## config.mk

```make
export PLATFORM = sky130hd
export DESIGN_NAME = lcg_seq
export DESIGN_NICKNAME = d
export VERILOG_FILES = /design/src/rtl/prng_pkg.sv /design/src/rtl/lcg_seq.sv
export SDC_FILE = /design/constraint.sdc
export NUM_CORES = 1
export LEC_CHECK = 0
export CAP_MARGIN = 20
export CORE_UTILIZATION = 25
export DETAILED_ROUTE_END_ITERATION = 10
export GPL_ROUTABILITY_DRIVEN = 0
export PLACE_DENSITY = 0.71
export SLEW_MARGIN = 20
export SYNTH_ARGS = -nofsm -noshare
export SYNTH_HDL_FRONTEND = slang
export SYNTH_SLANG_ARGS = --single-unit
```

## constraint.sdc

```tcl
create_clock -name clk -period 3.41 [get_ports clk]
set_input_delay 0.682 -clock clk [delete_from_list [all_inputs] [get_ports clk]]
set_output_delay 0.682 -clock clk [all_outputs]
set_load 0.01 [all_outputs]
```

## src/rtl/prng_pkg.sv

```systemverilog
// Shared types and default constants for the PRNG sequencers.
// Latency: n/a (declarations only).
// Backpressure: n/a.
package prng_pkg;

  // Sequencer FSM: CLR waits for the multiplier's done to fall, MUL waits for
  // a product, OUT presents the new state until the consumer takes it.
  typedef enum logic [1:0] {
    CLR = 2'd0,
    MUL = 2'd1,
    OUT = 2'd2
  } lcg_state_t;

  // Default LCG constants: x(n+1) = (5*x(n) + 3) mod 2^W, starting from 7.
  localparam int LCG_A_DEF    = 5;
  localparam int LCG_C_DEF    = 3;
  localparam int LCG_SEED_DEF = 7;

endpackage

```

## src/rtl/lcg_seq.sv

```systemverilog
// Linear-congruential sequencer driving an external shared multiplier: x <= (A*x + C) mod 2^W.
// Latency: 1 cycle CLR->MUL, multiplier latency, CLR until done falls, 1 cycle into OUT.
// Backpressure: out_data/out_valid held in OUT until out_ready; no multiply is started meanwhile.
module lcg_seq
  import prng_pkg::*;
#(
  parameter int                  in_width  = 4,
  parameter int                  out_width = in_width * 2,
  parameter logic [in_width-1:0] LCG_A     = in_width'(LCG_A_DEF),
  parameter logic [in_width-1:0] LCG_C     = in_width'(LCG_C_DEF),
  parameter logic [in_width-1:0] LCG_SEED  = in_width'(LCG_SEED_DEF)
) (
  input  logic                 clk,
  input  logic                 rst,
  input  logic                 seed_load,
  input  logic [in_width-1:0]  seed_value,
  output logic                 out_valid,
  input  logic                 out_ready,
  output logic [in_width-1:0]  out_data,
  output logic [in_width-1:0]  mult_multiplicand,
  output logic [in_width-1:0]  mult_multiplier,
  output logic                 mult_enable,
  input  logic                 mult_done,
  input  logic [out_width-1:0] mult_result
);

  lcg_state_t          state;
  logic                pub;     // set once a new x is computed: CLR then heads to OUT, not MUL
  logic [in_width-1:0] x;

  // The product A*x always fits in out_width; only its low W bits feed the
  // modular update, the upper bits are intentionally ignored.
  logic unused_result_hi;
  assign unused_result_hi = ^mult_result[out_width-1:in_width];

  // Sequencer FSM and state register; reset, then seed load, take priority.
  always_ff @(posedge clk) begin
    if (rst) begin
      state <= CLR;
      pub   <= 1'b0;
      x     <= LCG_SEED;
    end else if (seed_load) begin
      // Any product in flight is dropped; the seed itself is never published.
      state <= CLR;
      pub   <= 1'b0;
      x     <= seed_value;
    end else begin
      unique case (state)
        CLR: begin
          // A done still high from the previous multiply must not be taken as
          // a fresh result, so only move on once it has fallen.
          if (!mult_done) begin
            state <= pub ? OUT : MUL;
          end
        end
        MUL: begin
          if (mult_done) begin
            x     <= mult_result[in_width-1:0] + LCG_C;
            pub   <= 1'b1;
            state <= CLR;
          end
        end
        OUT: begin
          if (out_ready) begin
            pub   <= 1'b0;
            state <= CLR;
          end
        end
        default: begin
          state <= CLR;
          pub   <= 1'b0;
        end
      endcase
    end
  end

  // Outputs are pure decodes of the FSM state and x: nothing depends
  // combinationally on out_ready or mult_done.
  always_comb begin
    out_valid         = (state == OUT);
    out_data          = x;
    mult_enable       = (state == MUL);
    mult_multiplicand = x;
    mult_multiplier   = LCG_A;
  end

  // A presented value is held until it is taken, unless reseeded or reset.
  a_out_hold : assert property (@(posedge clk) disable iff (rst)
    (out_valid && !out_ready && !seed_load) |=> (out_valid && $stable(out_data)));

  // The operand stays stable for the multiplier while it is working.
  a_operand_stable : assert property (@(posedge clk) disable iff (rst)
    (mult_enable && !mult_done && !seed_load) |=> $stable(mult_multiplicand));

endmodule

```

Yosys cells after proc, flatten, opt, wreduce, memory -nomap -nowiden. Index checks and enable logic that the tools add are counted.

Bits in registers: 7. Output and inout port bits: 14. Word-level logic and storage cells: 28.

$add $sub $neg: 1. Equality and inequality tests: 5. Muxes and demuxes: 11. Bitwise gates (word level): 1. Reduce and logical (&&, ||, !) cells: 7.

Operators with widths (number): $mux W4 (3); $mux W2 (4); $pmux W2 S3 (1); $reduce_and A3 Y1 (2); $add A4 B2 Y4 const B (1); $ne A2 B1 Y1 const B (2); $reduce_bool A2 Y1 (2); $pmux W1 S3 (1); $eq A2 B1 Y1 const B (1); $eq A2 B2 Y1 const B (1); $logic_not A2 Y1 (1); $mux W1 (2); $ne A2 B2 Y1 const B (1); $reduce_and A2 Y1 (1); $reduce_or A2 Y1 (1); $not A1 Y1 (1).

Longest topological paths before layout.
Word-level depth: 4. Gate-level depth with buffers: 5. Gate-level depth less buffers: 5.

Worst setup path after synthesis. No wires, ideal clock.

Kind: input-to-reg. From: in rst. To: reg x[3], in the netlist mult_multiplicand[3]. Setup time: 0.122 ns. Arrival time: 1.351 ns. Path slack: 1.937 ns. Cell stages on the path: 3. Cell sequence: clkbuf_1 > and3b_1 > a311o_1.

RTL lines: start, declared (line lcg_seq.sv:14) `input logic rst,`; end signal, assigned (line lcg_seq.sv:46) `x <= seed_value;`; end signal, assigned (line lcg_seq.sv:58) `x <= mult_result[in_width-1:0] + LCG_C;`; end, declared (line lcg_seq.sv:29) `logic [in_width-1:0] x;`.

Final worst setup path.
From: reg state[1]. To: out out_valid.

Word-level cells in the longest chain between the ends: 1.

RTL lines: start, declared (line lcg_seq.sv:27) `lcg_state_t state;`; start signal, assigned (line lcg_seq.sv:53) `state <= pub ? OUT : MUL;`; $eq A2 B2 Y1 (line lcg_seq.sv:80) `out_valid = (state == OUT);`; end, declared (line lcg_seq.sv:17) `output logic out_valid,`.

Every way passes these cells.

==> summary.md <==
| Metric | Value |
|---|---|
| ANT cells | 0 |
| FMAX | 496 MHz |
| Site Rows | 15 |
| Crit Path Max Fanout | 7 |
| Clock Root Buffer | clkbuf_4 |
| Num Clock Sinks | 7 |
| Share of cells above drive strength 1 | 8.70% |
| Via count | 392 |
| Worst hold start | state[1] |
| Drt pass-1 iters | 6 |
| CP Launch Type | flip-flop |
| Global-route wire length before repair | 1260 um |
| Sequential element share of the synthesized area | 30.9% |
| Top-count cell post-synth | buf_4 |
| Synth Register Bits | 7 |
| DIE HEIGHT | 44.6 um |
| Post-DP HPWL | 662 um |
| Hold crit path type | flip-flop to flip-flop |
| Final Skew | 0.00178 ns |
| Power density over the cells | 327 mW/mm^2 |
| Critical path capture point type | primary output |
| Overall Global Routing Usage | 9.65% |
| Post-Place Cells | 90 |
| Synth top area share | 30.9% |
| Pint | 162 uW |
| Bufs on Longest Clock Path | 2 |
| Worst Setup SP | state[1] |
| Synth Area per Inst | 8.73 um^2 |
| Final Hold Fails | 0 |
| Run status | completed |
| Placed cell area | 634 um^2 |
| Pwr Total | 216 uW |
| Final antenna-violating net count | 0 |
| Reg2Reg Launch Point | state[0] |
| Chip width | 44.6 um |
| CTS H-tree lvls | 1 |
| Final setup fails | 0 |
| Hold buffer count at cts | 0 |
| Pleak | 0.000259 uW |
| Core Area | 0.00171 mm^2 |
| Final period util | 59.2% |
| CP Class | flip-flop to primary output |
| MaxCap Viol Count | 0 |
| Post-CTS Setup Inserts | 0 |
| Final #Nets | 88 |
| Main area contributors after synthesis | dfxtp_1 (31%), buf_4 (13%), a21oi_1 (5.5%), mux2i_1 (4.4%), and3b_1 (3.9%) |
| Mapped Cells | 52 |
| Fin. max-slew vios | 0 |
| Initial antenna violation count | 0 |
| Port Buffer Count | 22 |
| CTS tree | yes |
| Die ar. | 0.00199 mm^2 |
| Skew-Pair Late Insertion Delay | 0.25 ns |
| RSZ-0062 raised after global routing | no |
| Fin area | 661 um^2 |
| Pre-CTS setup slack | 1.31 ns |
| Worst EP required | 2.73 ns |
| Critical path arrival | 1.34 ns |
| Worst R2R Setup Slack | 2.12 ns |
| Comb power frac | 23.6% |
| Post-CTS sizing | 0 |
| 1st-iter DRT viols | 4 |
| CTS Buf Count | 3 |
| Routed wire length | 809 um |
| Top FF cell, synth | dfxtp_1 |
| FFs w/ async S/R, synth | 0% |
| DR WL/cell | 8.61 um |
| Number of global-route vias before repair | 315 |
| Net switching power | 54.0 uW |
| Distinct cells, synth | 24 |
| Final min period | 2.02 ns |
| Synth warn | 0 |
| Layout Cells excl Fill | 94 |
| Post-synth EDFFs | 0 |
| Largest net degree at the start of global routing | 11 |
| Yosys top cell by area | dfxtp_1 |
| Seq pwr share | 41.1% |
| Maximum VDD drop | 0.000196 V |
| Net Sw Frac | 25.0% |
| TNS Setup | 0 ns |
| Layout area overhead | 45.5% |
| Drt drc | 0 |
| Vias per cell | 4.17 |
| Total grt overflow | 0 |
| Min setup slack post-route | 1.39 ns |
| Clock power frac | 35.3% |
| Initial Util | 26.6% |
| Clock Pin Slew Worst Setup and Hold Paths | 0.05 ns |
| I/O Pins | 31 |
| Synth top cells by count | buf_4 (8), dfxtp_1 (7), a21oi_1 (5) |
| Mapped cell area | 454 um^2 |
## flip-flops by register name, summed over array words and instances, names as in the netlist
register	cells
mult_multiplicand	4
pub	1
state	2
## power groups by stage
| stage | Sequential (uW) | Clock, uW | Combinational [uW] |
|---|---|---|---|
| finish | 88.8 | 76.3 | 51.0 |
| global route | 89.1 | 88.2 | 55.1 |
| CTS | 88.8 | 80.7 | 51.7 |
| detailed placement | 90.6 | 0 | 51.5 |
| global placement | 90.4 | 0 | 50.9 |
| floorplan | 91.8 | 0 | 28.3 |
## cells in the final DEF (no fill, tap or decap), types with 2 or more instances in the layout
cell type and instances:
inv_1 3, mux2i_1 2, conb_1 4, nor2b_1 2, clkbuf_4 3, nor2_1 2
and3b_1 2, a21oi_1 5, xnor2_1 2, dfxtp_1 7, nor3b_1 2, clkdlybuf4s50_1 22
o21ai_0 2
## kinds of logic (layout without fill, tap and decap cells)
family	count (synthesis)	in the layout	synth area share [%]
AND/OR/NAND/NOR	14	14	22.9
buffers and inverters	14	29	19.8
other	2	4	1.65
AO/OA/AOI/OAI	10	10	13.8
multiplexers	2	2	4.41
flip-flops	7	7	30.9
adder cells (fa/ha/maj)	1	1	2.75
XOR/XNOR	2	2	3.86
## critical path: stages, from the launching register on
cell,delay (ns)
dfxtp_1,0.40
nor2b_1,0.15
clkdlybuf4s50_1,0.54
## metrics by stage
step / utilization (%) / hold WS (ns)
3_3_place_gp: 37.1 / 0.505
2_1_floorplan: - / 0.470
4_1_cts: 38.7 / 0.519
3_5_place_dp: 37.1 / 0.510
6_report: 38.7 / 0.516
5_1_grt: 38.7 / 0.544
## layer usage
metal | part of all wire (%) | global-route usage, % | routed length (um) | up-vias
li1 | - | - | - | 202
met1 | 41 | 9.34 | 331 | 171
met2 | 49 | 14.7 | 397 | 17
met3 | 8.4 | 7.35 | 68 | 2
met4 | 1.2 | 5.45 | 10 | 0
met5 | 0 | 0 | 0 | -
## area by class of cell
| cell class | count | area, um^2 |
|---|---|---|
| Timing Repair Buffer | 22 | 220 |
| Multi-Input combinational cell | 33 | 231 |
| Tap cell | 25 | 31.3 |
| Clock buffer | 4 | 26.3 |
| Inverter | 3 | 11.3 |
| Fill cell | 186 | 1050 |
| Sequential cell | 7 | 140 |
## worst paths after layout
path,to,cells past startpoint
setup / recovery,out_valid,2
hold / removal,state[0],1
setup reg to reg,mult_multiplicand[3],3
hold reg to reg,state[0],1
No activity file was read; power rests on OpenSTA's default activity.
==> RTL change (same settings) <==
The 3 states of `lcg_state_t` get a one-hot encoding in 3 bits.
--- a/src/rtl/prng_pkg.sv
+++ b/src/rtl/prng_pkg.sv
@@ -5,10 +5,10 @@
 
   // Sequencer FSM: CLR waits for the multiplier's done to fall, MUL waits for
   // a product, OUT presents the new state until the consumer takes it.
-  typedef enum logic [1:0] {
-    CLR = 2'd0,
-    MUL = 2'd1,
-    OUT = 2'd2
+  typedef enum logic [2:0] {
+    CLR = 3'b001,
+    MUL = 3'b010,
+    OUT = 3'b100
   } lcg_state_t;
 
   // Default LCG constants: x(n+1) = (5*x(n) + 3) mod 2^W, starting from 7.
Function: same outputs for any inputs over 10 cycles, from zero or initial values and one cycle with rst high; not proved beyond that.
==> RTL change against the original RTL <==
- routed wire length up 33%
- sequential cell count up 1
- setup slack worse by 0.15 ns
- total power up 6.7%
- sequential share of layout area up 0.63 points
- synthesized area up 15%
- cell area up 11%
- sequential power up 15%
- critical path type unchanged
- largest power group unchanged
- highest routed layer is now met3
==> RTL change: results (changes against the original RTL) <==
Global routing
  – GR Util All Layers: 10.17% (+0.52 points)
  – First-pass GRT wire length: 1573 um (+25%)
  – Vias in the first global route: 373 (+18%)
  – Largest net degree at the start of global routing: 11 (unchanged)
  – Initial antenna violation count: 0 (unchanged)

Run status
  – Status: complete, no violations

Setup path
  – Critical path peak fanout: 6 (-1)
  – Crit path arrival time: 1.48 ns (+0.14 ns)
  – Reg2reg setup slack: 2.00 ns (-0.12 ns)
  – Reg2reg start: state[2]
  – Crit-path leading delay family: buffers and inverters
  – Worst R2R Path Depth: 4 (+1)
  – Capturing point of the worst reg2reg path: mult_multiplicand[2]

STA
  – Clock skew: 0.001537 ns (-0.0002458 ns)

Clock tree
  – Bufs on Longest Clock Path: 2 (unchanged)
  – Post-cts sizing count: 0 (unchanged)
  – Post-CTS Setup Bufs: 0 (unchanged)
  – Clk pin slew, worst setup/hold paths: 0.05 ns (about the same)

Placed design
  – Hpwl dp: 844.3 um (+28%)
  – Port buffer count: 22 (unchanged)
  – Placed cell count: 102 (+13%)

Synthesis
  – Synth warn: 0 (unchanged)
  – Most common library cells after synthesis: buf_4 (8), dfxtp_1 (8), o21ai_0 (7), nor2_1 (5)
  – Cell count after synthesis: 61 (+17%)
  – Post-synthesis cell type count: 26 (+8.3%)
  – Synth Flop Type: dfxtp_1
  – Synth top area cells: dfxtp_1 (31%), buf_4 (11%), o21ai_0 (6.7%)
  – Post-synthesis sequential area ratio: 30.55% (-0.31 points)

Layout
  – Post-route insts no fill: 105 (+12%)
  – Final core utilization: 37.37% (-1.3 points)
  – Final net count: 98 (+11%)
  – Filler cells: 228 (+23%)
  – Fraction of layout cells with a size suffix above 1: 14.10% (+5.4 points)

Pwr
  – Leak pwr: 0.2885 nW (+11%)
  – Highest ir drop seen on vdd: 0.1801 mV (-8.0%)
  – Switching power: 0.00005896 W (+9.2%)

Routing
  – Iteration count of the initial detailed-routing pass: 4 (-2)
  – Final WL: 1078 um (+33%)
  – DR vias/cell: 4.276 (+2.5%)
  – DRT iter0 DRCs: 2 (-2)

Hold path
  – Hold Startpoint: pub
  – Hold endpoint: pub

Die
  – Die Wd: 47.80 um (+7.1%)
RTL change: cell types whose count changed after synthesis, sizes merged, moves of 2 or more:
cell | before | now
a211o | 0 | 2
nand2 | 0 | 3
nor2 | 2 | 6
nor4b | 2 | 0
o21ai | 3 | 7
nor2b | 2 | 0
clkbuf | 2 | 0
nand2b | 0 | 2
and3b | 2 | 0
RTL change: worst reg2reg max path, stage by stage (launching register included):
cell      delay (ns)
dfxtp_1         0.35
and4bb_1        0.45
mux2i_1         0.22
nor2_1          0.05
a211o_1         0.22
RTL change: stage by stage:
step	hold slack, ns	setup WS, ns	total power, W	cell area, um2
global placement	0.5504	1.114	0.0001592	710.7
CTS	0.5664	1.221	0.0002350	733.2
detailed placement	0.5488	1.128	0.0001608	710.7
global route	0.6069	1.135	0.0002472	733.2
finish	0.5706	1.247	0.0002306	733.2
floorplan	0.5253	1.865	0.0001363	531.8
RTL change: logic make-up (layout without fill, tap and decap cells):
group	Yosys count	in the layout	share of synthesized area (%)
compound gates	18	18	25.06
simple gates	15	15	16.95
buf+inv	13	28	16.47
flops	8	8	30.55
other cells	2	4	1.433
xor+xnor	2	2	3.342
mux	2	2	3.819
fa+ha+maj	1	1	2.386
RTL change: routing by layer:
metal	GRT usage, %	up-vias	wire, um
met3	5.283	0	63
met5	0	-	0
met1	11.96	205	453
met4	3.333	0	0
li1	-	233	-
met2	15.95	11	560
RTL change: layout make-up:
type,instances,area share [%]
clock buffer,3,3.072
inverter,3,1.536
multi-input combinational,42,38.91
sequential,8,21.84
tap,27,4.608
timing repair buffer,22,30.03
RTL change: power groups by stage:
stage | sequential, W | clock, W | combinational [W]
floorplan | 0.000105 | 0 | 0.0000311
global placement | 0.000104 | 0 | 0.0000553
detailed placement | 0.000104 | 0 | 0.0000565
CTS | 0.000102 | 0.0000760 | 0.0000567
global route | 0.000103 | 0.0000820 | 0.0000620
finish | 0.000102 | 0.0000720 | 0.0000563
RTL change: worst max-delay path by stage:
stage              start              endpoint  slack, ns  cells past startpoint
3_3_place_gp   mult_done  mult_multiplicand[2]       1.11                      5
3_5_place_dp   mult_done  mult_multiplicand[2]       1.13                      5
5_1_grt         state[0]           mult_enable       1.13                      3
4_1_cts         state[0]           mult_enable       1.22                      3
6_report        state[0]           mult_enable       1.25                      3
2_1_floorplan  mult_done  mult_multiplicand[2]       1.87                      5
